==> src/rtl/uart_pkg.sv <==
// Shared UART definitions: arbiter state encoding, byte width and default
// burst/gap limits reused by the TX arbiter and the RX-side controller.
package uart_pkg;

  localparam int UART_BYTE_W          = 8;
  localparam int UART_DEF_MAX_BURST   = 16;
  localparam int UART_DEF_GAP_TIMEOUT = 1024;

  typedef enum logic [2:0] {
    ARB_IDLE    = 3'd0,
    ARB_GRANT   = 3'd1,
    ARB_START   = 3'd2,
    ARB_WAIT_HI = 3'd3,
    ARB_WAIT_LO = 3'd4
  } uart_arb_state_t;

  // Round-robin successor of a requester index.
  function automatic int rr_next(input int idx, input int n);
    return (idx + 1) % n;
  endfunction

endpackage

==> src/rtl/uart_tx_arbiter_if.sv <==
// Requester-side byte streams and transmitter start/data/busy handshake
// shared between the TX arbiter (slave) and its environment (master).
interface uart_tx_arbiter_if
  import uart_pkg::*;
#(
  parameter int NUM_REQ = 4
);

  logic [NUM_REQ-1:0]             req_valid;
  logic [UART_BYTE_W*NUM_REQ-1:0] req_data;
  logic [NUM_REQ-1:0]             req_last;
  logic [NUM_REQ-1:0]             req_ready;
  logic                           tx_start;
  logic [UART_BYTE_W-1:0]         tx_data;
  logic                           tx_busy;
  logic [NUM_REQ-1:0]             grant;
  logic                           active;

  modport slave (
    input  req_valid, req_data, req_last, tx_busy,
    output req_ready, tx_start, tx_data, grant, active
  );

  modport master (
    output req_valid, req_data, req_last, tx_busy,
    input  req_ready, tx_start, tx_data, grant, active
  );

endinterface

==> src/rtl/uart_rr_pick.sv <==
// Combinational round-robin picker: first set request at or above the
// pointer, wrapping around; returns one-hot grant, index and any-flag.
module uart_rr_pick #(
  parameter int NUM_REQ = 4,
  parameter int IDX_W   = $clog2(NUM_REQ)
) (
  input  logic [NUM_REQ-1:0] req_i,
  input  logic [IDX_W-1:0]   ptr_i,
  output logic [NUM_REQ-1:0] gnt_o,
  output logic [IDX_W-1:0]   idx_o,
  output logic               any_o
);

  logic [NUM_REQ-1:0] rot;
  logic [IDX_W-1:0]   off;
  logic               found;
  logic [IDX_W:0]     sum;

  // Rotate so bit 0 is the requester the pointer names.
  assign rot = NUM_REQ'({req_i, req_i} >> ptr_i);

  always_comb begin
    found = 1'b0;
    off   = '0;
    for (int k = 0; k < NUM_REQ; k++) begin
      if (!found && rot[k]) begin
        found = 1'b1;
        off   = IDX_W'(k);
      end
    end
  end

  assign sum   = {1'b0, ptr_i} + {1'b0, off};
  assign idx_o = (sum >= (IDX_W+1)'(NUM_REQ)) ? IDX_W'(sum - (IDX_W+1)'(NUM_REQ))
                                               : sum[IDX_W-1:0];
  assign any_o = found;
  assign gnt_o = found ? (NUM_REQ'(1) << idx_o) : '0;

endmodule

==> src/rtl/uart_tx_arbiter.sv <==
// Packet-granular round-robin arbiter sharing one UART transmitter among
// NUM_REQ byte-stream requesters; one tx_start per accepted byte.
module uart_tx_arbiter
  import uart_pkg::*;
#(
  parameter int NUM_REQ     = 4,
  parameter int MAX_BURST   = UART_DEF_MAX_BURST,
  parameter int GAP_TIMEOUT = UART_DEF_GAP_TIMEOUT
) (
  input  logic               clk,
  input  logic               rst_n,
  uart_tx_arbiter_if.slave   arb_if
);

  localparam int IDX_W = $clog2(NUM_REQ);
  localparam int GAP_W = $clog2(GAP_TIMEOUT + 1);

  uart_arb_state_t        state_q, state_d;
  logic [NUM_REQ-1:0]     grant_q, grant_d;
  logic [IDX_W-1:0]       gidx_q, gidx_d;
  logic                   active_q, active_d;
  logic [NUM_REQ-1:0]     req_ready_q, req_ready_d;
  logic                   tx_start_q, tx_start_d;
  logic [UART_BYTE_W-1:0] tx_data_q, tx_data_d;
  logic [7:0]             byte_cnt_q, byte_cnt_d;
  logic [GAP_W-1:0]       gap_cnt_q, gap_cnt_d;
  logic                   last_q, last_d;
  logic [IDX_W-1:0]       rr_ptr_q, rr_ptr_d;
  logic                   hi_cnt_q, hi_cnt_d;

  logic [NUM_REQ-1:0]     pick_gnt;
  logic [IDX_W-1:0]       pick_idx;
  logic                   pick_any;

  logic                   sel_valid, sel_last, sel_ready;
  logic [UART_BYTE_W-1:0] sel_data;
  logic                   accept, byte_done, release_now;

  uart_rr_pick #(
    .NUM_REQ (NUM_REQ),
    .IDX_W   (IDX_W)
  ) u_pick (
    .req_i (arb_if.req_valid),
    .ptr_i (rr_ptr_q),
    .gnt_o (pick_gnt),
    .idx_o (pick_idx),
    .any_o (pick_any)
  );

  // Only the granted requester's lane is ever looked at.
  always_comb begin
    sel_valid = 1'b0;
    sel_last  = 1'b0;
    sel_ready = 1'b0;
    sel_data  = '0;
    for (int i = 0; i < NUM_REQ; i++) begin
      if (gidx_q == IDX_W'(i)) begin
        sel_valid = arb_if.req_valid[i];
        sel_last  = arb_if.req_last[i];
        sel_ready = req_ready_q[i];
        sel_data  = arb_if.req_data[i*UART_BYTE_W +: UART_BYTE_W];
      end
    end
  end

  assign accept = (state_q == ARB_GRANT) && sel_valid && sel_ready;

  always_comb begin
    state_d     = state_q;
    grant_d     = grant_q;
    gidx_d      = gidx_q;
    active_d    = active_q;
    tx_data_d   = tx_data_q;
    byte_cnt_d  = byte_cnt_q;
    gap_cnt_d   = gap_cnt_q;
    last_d      = last_q;
    rr_ptr_d    = rr_ptr_q;
    hi_cnt_d    = hi_cnt_q;
    byte_done   = 1'b0;
    release_now = 1'b0;

    case (state_q)
      ARB_IDLE: begin
        if (pick_any) begin
          grant_d    = pick_gnt;
          gidx_d     = pick_idx;
          active_d   = 1'b1;
          byte_cnt_d = '0;
          gap_cnt_d  = '0;
          last_d     = 1'b0;
          state_d    = ARB_GRANT;
        end
      end
      ARB_GRANT: begin
        if (accept) begin
          tx_data_d  = sel_data;
          byte_cnt_d = byte_cnt_q + 8'd1;
          last_d     = sel_last;
          gap_cnt_d  = '0;
          state_d    = ARB_START;
        end else if (!sel_valid) begin
          // Release on the GAP_TIMEOUT-th idle cycle, so the count never overflows.
          if (gap_cnt_q >= GAP_W'(GAP_TIMEOUT - 1)) begin
            release_now = 1'b1;
          end else begin
            gap_cnt_d = gap_cnt_q + GAP_W'(1);
          end
        end else begin
          gap_cnt_d = '0;
        end
      end
      ARB_START: begin
        hi_cnt_d = 1'b0;
        state_d  = ARB_WAIT_HI;
      end
      ARB_WAIT_HI: begin
        // A transmitter that never raises busy is treated as done after 2 cycles.
        if (arb_if.tx_busy) begin
          state_d = ARB_WAIT_LO;
        end else if (hi_cnt_q) begin
          byte_done = 1'b1;
        end else begin
          hi_cnt_d = 1'b1;
        end
      end
      ARB_WAIT_LO: begin
        if (!arb_if.tx_busy) begin
          byte_done = 1'b1;
        end
      end
      default: begin
        state_d = ARB_IDLE;
      end
    endcase

    if (byte_done) begin
      if (last_q || (byte_cnt_q == 8'(MAX_BURST))) begin
        release_now = 1'b1;
      end else begin
        state_d   = ARB_GRANT;
        gap_cnt_d = '0;
      end
    end

    if (release_now) begin
      state_d    = ARB_IDLE;
      grant_d    = '0;
      active_d   = 1'b0;
      byte_cnt_d = '0;
      rr_ptr_d   = IDX_W'(rr_next(int'(gidx_q), NUM_REQ));
    end

    tx_start_d  = (state_d == ARB_START);
    req_ready_d = '0;
    if ((state_d == ARB_GRANT) && !arb_if.tx_busy) begin
      req_ready_d = grant_d;
    end
  end

  always_ff @(posedge clk or negedge rst_n) begin
    if (!rst_n) begin
      state_q     <= ARB_IDLE;
      grant_q     <= '0;
      gidx_q      <= '0;
      active_q    <= 1'b0;
      req_ready_q <= '0;
      tx_start_q  <= 1'b0;
      tx_data_q   <= '0;
      byte_cnt_q  <= '0;
      gap_cnt_q   <= '0;
      last_q      <= 1'b0;
      rr_ptr_q    <= '0;
      hi_cnt_q    <= 1'b0;
    end else begin
      state_q     <= state_d;
      grant_q     <= grant_d;
      gidx_q      <= gidx_d;
      active_q    <= active_d;
      req_ready_q <= req_ready_d;
      tx_start_q  <= tx_start_d;
      tx_data_q   <= tx_data_d;
      byte_cnt_q  <= byte_cnt_d;
      gap_cnt_q   <= gap_cnt_d;
      last_q      <= last_d;
      rr_ptr_q    <= rr_ptr_d;
      hi_cnt_q    <= hi_cnt_d;
    end
  end

  assign arb_if.req_ready = req_ready_q;
  assign arb_if.tx_start  = tx_start_q;
  assign arb_if.tx_data   = tx_data_q;
  assign arb_if.grant     = grant_q;
  assign arb_if.active    = active_q;

endmodule

==> src/flat_wrapper.sv <==
// flat-port wrapper written by rule: the top's interface ports become plain ports
module uart_tx_arbiter_flat import uart_pkg::*;
#(
  parameter int NUM_REQ     = 4,
  parameter int MAX_BURST   = UART_DEF_MAX_BURST,
  parameter int GAP_TIMEOUT = UART_DEF_GAP_TIMEOUT
)
  (clk, rst_n, arb_if_req_valid, arb_if_req_data, arb_if_req_last, arb_if_tx_busy, arb_if_req_ready, arb_if_tx_start, arb_if_tx_data, arb_if_grant, arb_if_active);
  uart_tx_arbiter_if #(.NUM_REQ(NUM_REQ)) arb_if_i ();
  input  logic clk;
  input  logic rst_n;
  input wire logic [$bits(arb_if_i.req_valid)-1:0] arb_if_req_valid;
  input wire logic [$bits(arb_if_i.req_data)-1:0] arb_if_req_data;
  input wire logic [$bits(arb_if_i.req_last)-1:0] arb_if_req_last;
  input wire logic [$bits(arb_if_i.tx_busy)-1:0] arb_if_tx_busy;
  output wire logic [$bits(arb_if_i.req_ready)-1:0] arb_if_req_ready;
  output wire logic [$bits(arb_if_i.tx_start)-1:0] arb_if_tx_start;
  output wire logic [$bits(arb_if_i.tx_data)-1:0] arb_if_tx_data;
  output wire logic [$bits(arb_if_i.grant)-1:0] arb_if_grant;
  output wire logic [$bits(arb_if_i.active)-1:0] arb_if_active;
  assign arb_if_i.req_valid = arb_if_req_valid;
  assign arb_if_i.req_data = arb_if_req_data;
  assign arb_if_i.req_last = arb_if_req_last;
  assign arb_if_i.tx_busy = arb_if_tx_busy;
  assign arb_if_req_ready = arb_if_i.req_ready;
  assign arb_if_tx_start = arb_if_i.tx_start;
  assign arb_if_tx_data = arb_if_i.tx_data;
  assign arb_if_grant = arb_if_i.grant;
  assign arb_if_active = arb_if_i.active;
  uart_tx_arbiter #(.NUM_REQ(NUM_REQ), .MAX_BURST(MAX_BURST), .GAP_TIMEOUT(GAP_TIMEOUT)) u_core (.clk(clk), .rst_n(rst_n), .arb_if(arb_if_i));
endmodule
==> config.mk <==
export PLATFORM = sky130hd
export DESIGN_NAME = uart_tx_arbiter_flat
export DESIGN_NICKNAME = d
export VERILOG_FILES = /design/src/rtl/uart_pkg.sv /design/src/rtl/uart_tx_arbiter_if.sv /design/src/rtl/uart_rr_pick.sv /design/src/rtl/uart_tx_arbiter.sv /design/src/flat_wrapper.sv
export SDC_FILE = /design/constraint.sdc
export NUM_CORES = 1
export LEC_CHECK = 0
export BUFFER_PORTS_ARGS = -buffer_cell sky130_fd_sc_hd__buf_2
export CORE_UTILIZATION = 40
export CTS_BUF_LIST = sky130_fd_sc_hd__clkbuf_16
export CTS_CLUSTER_SIZE = 40
export DETAILED_ROUTE_END_ITERATION = 8
export PLACE_DENSITY = 0.7
export SYNTH_ARGS = -nofsm -noshare
export SYNTH_HDL_FRONTEND = slang
export SYNTH_SLANG_ARGS = --single-unit
export TNS_END_PERCENT = 10
==> constraint.sdc <==
create_clock -name clk -period 2.71 [get_ports clk]
set_input_delay 0.542 -clock clk [delete_from_list [all_inputs] [get_ports clk]]
set_output_delay 0.542 -clock clk [all_outputs]
set_load 0.01 [all_outputs]
==> impl_metrics.json <==
{
  "status": "finished clean",
  "area_growth_pct": 22.2,
  "die-height_um": 84.6,
  "timing.rr.start": "u_core.gidx_q[0]",
  "finalClockSkew_ps": 6.71,
  "synthArstFlopShare_pct": 100,
  "syn_area_um2": 2730,
  "synth.top_cell.area_share_pct": 42.2,
  "via_per_inst": 5.62,
  "period_share_pct": 91.9,
  "clockRootBuffer": "clkbuf_16",
  "crit_type": "flip-flop to flip-flop",
  "finalHoldViolations": 0,
  "avgSynthCellArea_um2": 8.95,
  "num_io_pins": 61,
  "gr-total-overflow": 0,
  "arrival_ps": 2690,
  "critical-path-slowest-cell": "dfrtp_1",
  "reg2reg_to": "u_core.byte_cnt_q[6]",
  "setup_violations": 0,
  "routed_wl_um": 6380,
  "synth_edf_count": 0,
  "worst_slew_pin_slew_ps": 481,
  "synth_area_leaders": "dfrtp_1 42%, a21oi_1 4.8%, o21ai_0 4.8%, ha_1 3.7%, nor2b_1 3.4%",
  "critPathMaxFanout": 11,
  "endpoint_kind": "flip-flop",
  "ir_drop_uv": 544,
  "layout_common_cells": "60 x buf_2, 46 x dfrtp_1, 26 x a21oi_1, 26 x o21ai_0",
  "placed_area_um2": 3150,
  "portBuffers": 60,
  "clockBufferDepth": 2,
  "worstSkewPairLatency_ps": 280,
  "synth_cell_types": 56,
  "finalMaxSlewViolations": 0,
  "first_iter_violations": 106,
  "first_global_vias": 2482,
  "final_core_util_pct": 51.6,
  "p_leak_nw": 1.55,
  "cap_violations": 0,
  "die_area_um2": 7160,
  "drive_gt1_share_pct": 24.6,
  "grt_util_all_layers_pct": 19.4,
  "fill_cells": 602,
  "timing.hold.ws_ps": 209,
  "dr.pass1.iters": 4,
  "ant_nets": 0,
  "wire_per_inst_um": 14.3,
  "ys_seq_area_share_pct": 42.2,
  "slowest_delay_ps": 400,
  "rrSetupSlack_ps": 220,
  "cts_tree": "built",
  "ys.warnings.count": 0,
  "vias": 2512,
  "grt_max_degree": 27,
  "yosys.area.top_type": "dfrtp_1",
  "start_util_pct": 42.3,
  "rows": 29,
  "hp-class": "primary input to async pin",
  "place_congestion": 0.819,
  "core_area_um2": 6460,
  "drc": 0,
  "syn_nets": 356,
  "rsz0062_at_grt": "no",
  "path_clk_slew_ps": 60,
  "place_ws_ps": 177,
  "worstSetupStartpoint": "u_core.gidx_q[0]",
  "power_density_nw_per_um2": 1030,
  "worstPathCellList": "inv_1, ha_1, a211oi_1, a221oi_4, o32ai_4, o21ba_1, or3_1, a21boi_1",
  "crit_end": "u_core.byte_cnt_q[6]",
  "max_freq_mhz": 402,
  "fin_crit_ps": 2490,
  "grt_pass1_wl_um": 11300,
  "ys_seq_elements": 46,
  "dp_hpwl_um": 4660,
  "synthFlopType": "dfrtp_1",
  "nNetsFinal": 420,
  "cts-hold-fix-buffers": 0,
  "worst_ep_required_time_ps": 2910,
  "cts_inserted_buffers": 5,
  "setup_slack_ps": 220,
  "n_antenna_cell": 0,
  "start_kind": "flip-flop",
  "setup_tns_ps": 0,
  "cts_sinks": 46,
  "grt_antenna_before_repair": 0,
  "htree_levels": 2,
  "die_w_um": 84.6,
  "slew_headroom_pct": 67.8,
  "worstRegToRegCells": 8,
  "syn_inst": 305,
  "final_common_cell": "buf_2",
  "postLayoutCellArea_um2": 3330
}
## metrics by stage
step | power [W] | instances
floorplan | 0.00225 | 305
global placement | 0.00268 | 439
detailed placement | 0.00273 | 439
CTS | 0.00343 | 447
global route | 0.00375 | 447
finish | 0.00344 | 447
## state kept, by name (all words and copies together), names as in the netlist
signal	count
u_core.arb_if.tx_start	1
u_core.arb_if.grant	4
u_core.last_q	1
u_core.arb_if.active	1
u_core.state_q	3
u_core.byte_cnt_q	8
u_core.rr_ptr_q	2
u_core.arb_if.req_ready	4
u_core.gap_cnt_q	11
u_core.hi_cnt_q	1
u_core.gidx_q	2
u_core.arb_if.tx_data	8
## repair_timing
item                                    in CTS  in global routing
resized for setup                            0                  3
endpoints found under the setup margin       0                  4
buffers inserted                             0                  0
## where the power goes
part	total [W]	switching [W]	internal, W
Combinational	0.00173	0.00103	0.000707
Sequential	0.00102	0.000151	0.000872
Clock	0.000684	0.000252	0.000432
## worst max-delay path: cells and delay by family, from the launching register on
kind / cells / cell delay, ps
adder cells (fa/ha/maj): 1 / 230
AND/OR/NAND/NOR: 1 / 380
flip-flops: 1 / 400
AO/OA/AOI/OAI: 5 / 1280
buffers and inverters: 1 / 100
## area by class of cell
cell class                 instances  area (um^2)  area share, %
multi-input combinational        232         1490           44.6
inverter                          12         45.0           1.35
timing repair buffer              72          390           11.7
tap                               77         96.3           2.89
sequential                        46         1150           34.5
clock buffer                       5          125           3.75
clock inverter                     3         40.0           1.20
## per-layer routing
metal | vias to the layer above | routed length [um] | track usage [%]
li1 | 1246 | - | -
met5 | - | 0 | 0
met1 | 1190 | 2940 | 25.1
met3 | 4 | 313 | 4.23
met2 | 72 | 3090 | 33.0
met4 | 0 | 28 | 5.24
## synth_stat cells (all sizes together), types with 7 or more instances
master and number:
clkbuf 11, nor3 12, nor2b 15, dfrtp 46, nand2 24, a221oi 10
inv 12, o21ai 27, ha 8, nor2 24, or3 7, a21oi 26
a211oi 7
## worst min path at each step
| stage | slack, ps | endpoint | from | cells past startpoint |
|---|---|---|---|---|
| 6_report | 210 | u_core.gap_cnt_q[7] | rst_n | 1 |
| 5_1_grt | 240 | u_core.gap_cnt_q[7] | rst_n | 1 |
| 3_3_place_gp | 460 | u_core.arb_if.tx_data[3] | u_core.arb_if.tx_data[3] | 2 |
| 2_1_floorplan | 250 | u_core.arb_if.active | rst_n | 0 |
| 4_1_cts | 230 | u_core.gap_cnt_q[7] | rst_n | 1 |
| 3_5_place_dp | 470 | u_core.arb_if.tx_data[3] | u_core.arb_if.tx_data[3] | 2 |
## cell families after synthesis
family / after synthesis / share of synthesized area (%)
AOI/OAI and AO/OA: 99 / 24.6
adders and majority gates: 8 / 3.67
DFF: 46 / 42.2
muxes: 4 / 1.56
and+or+nand+nor: 119 / 23.2
xor gates and xnor gates: 2 / 0.642
buffers and inverters: 27 / 4.13
Power figures use the tool's default switching activity.
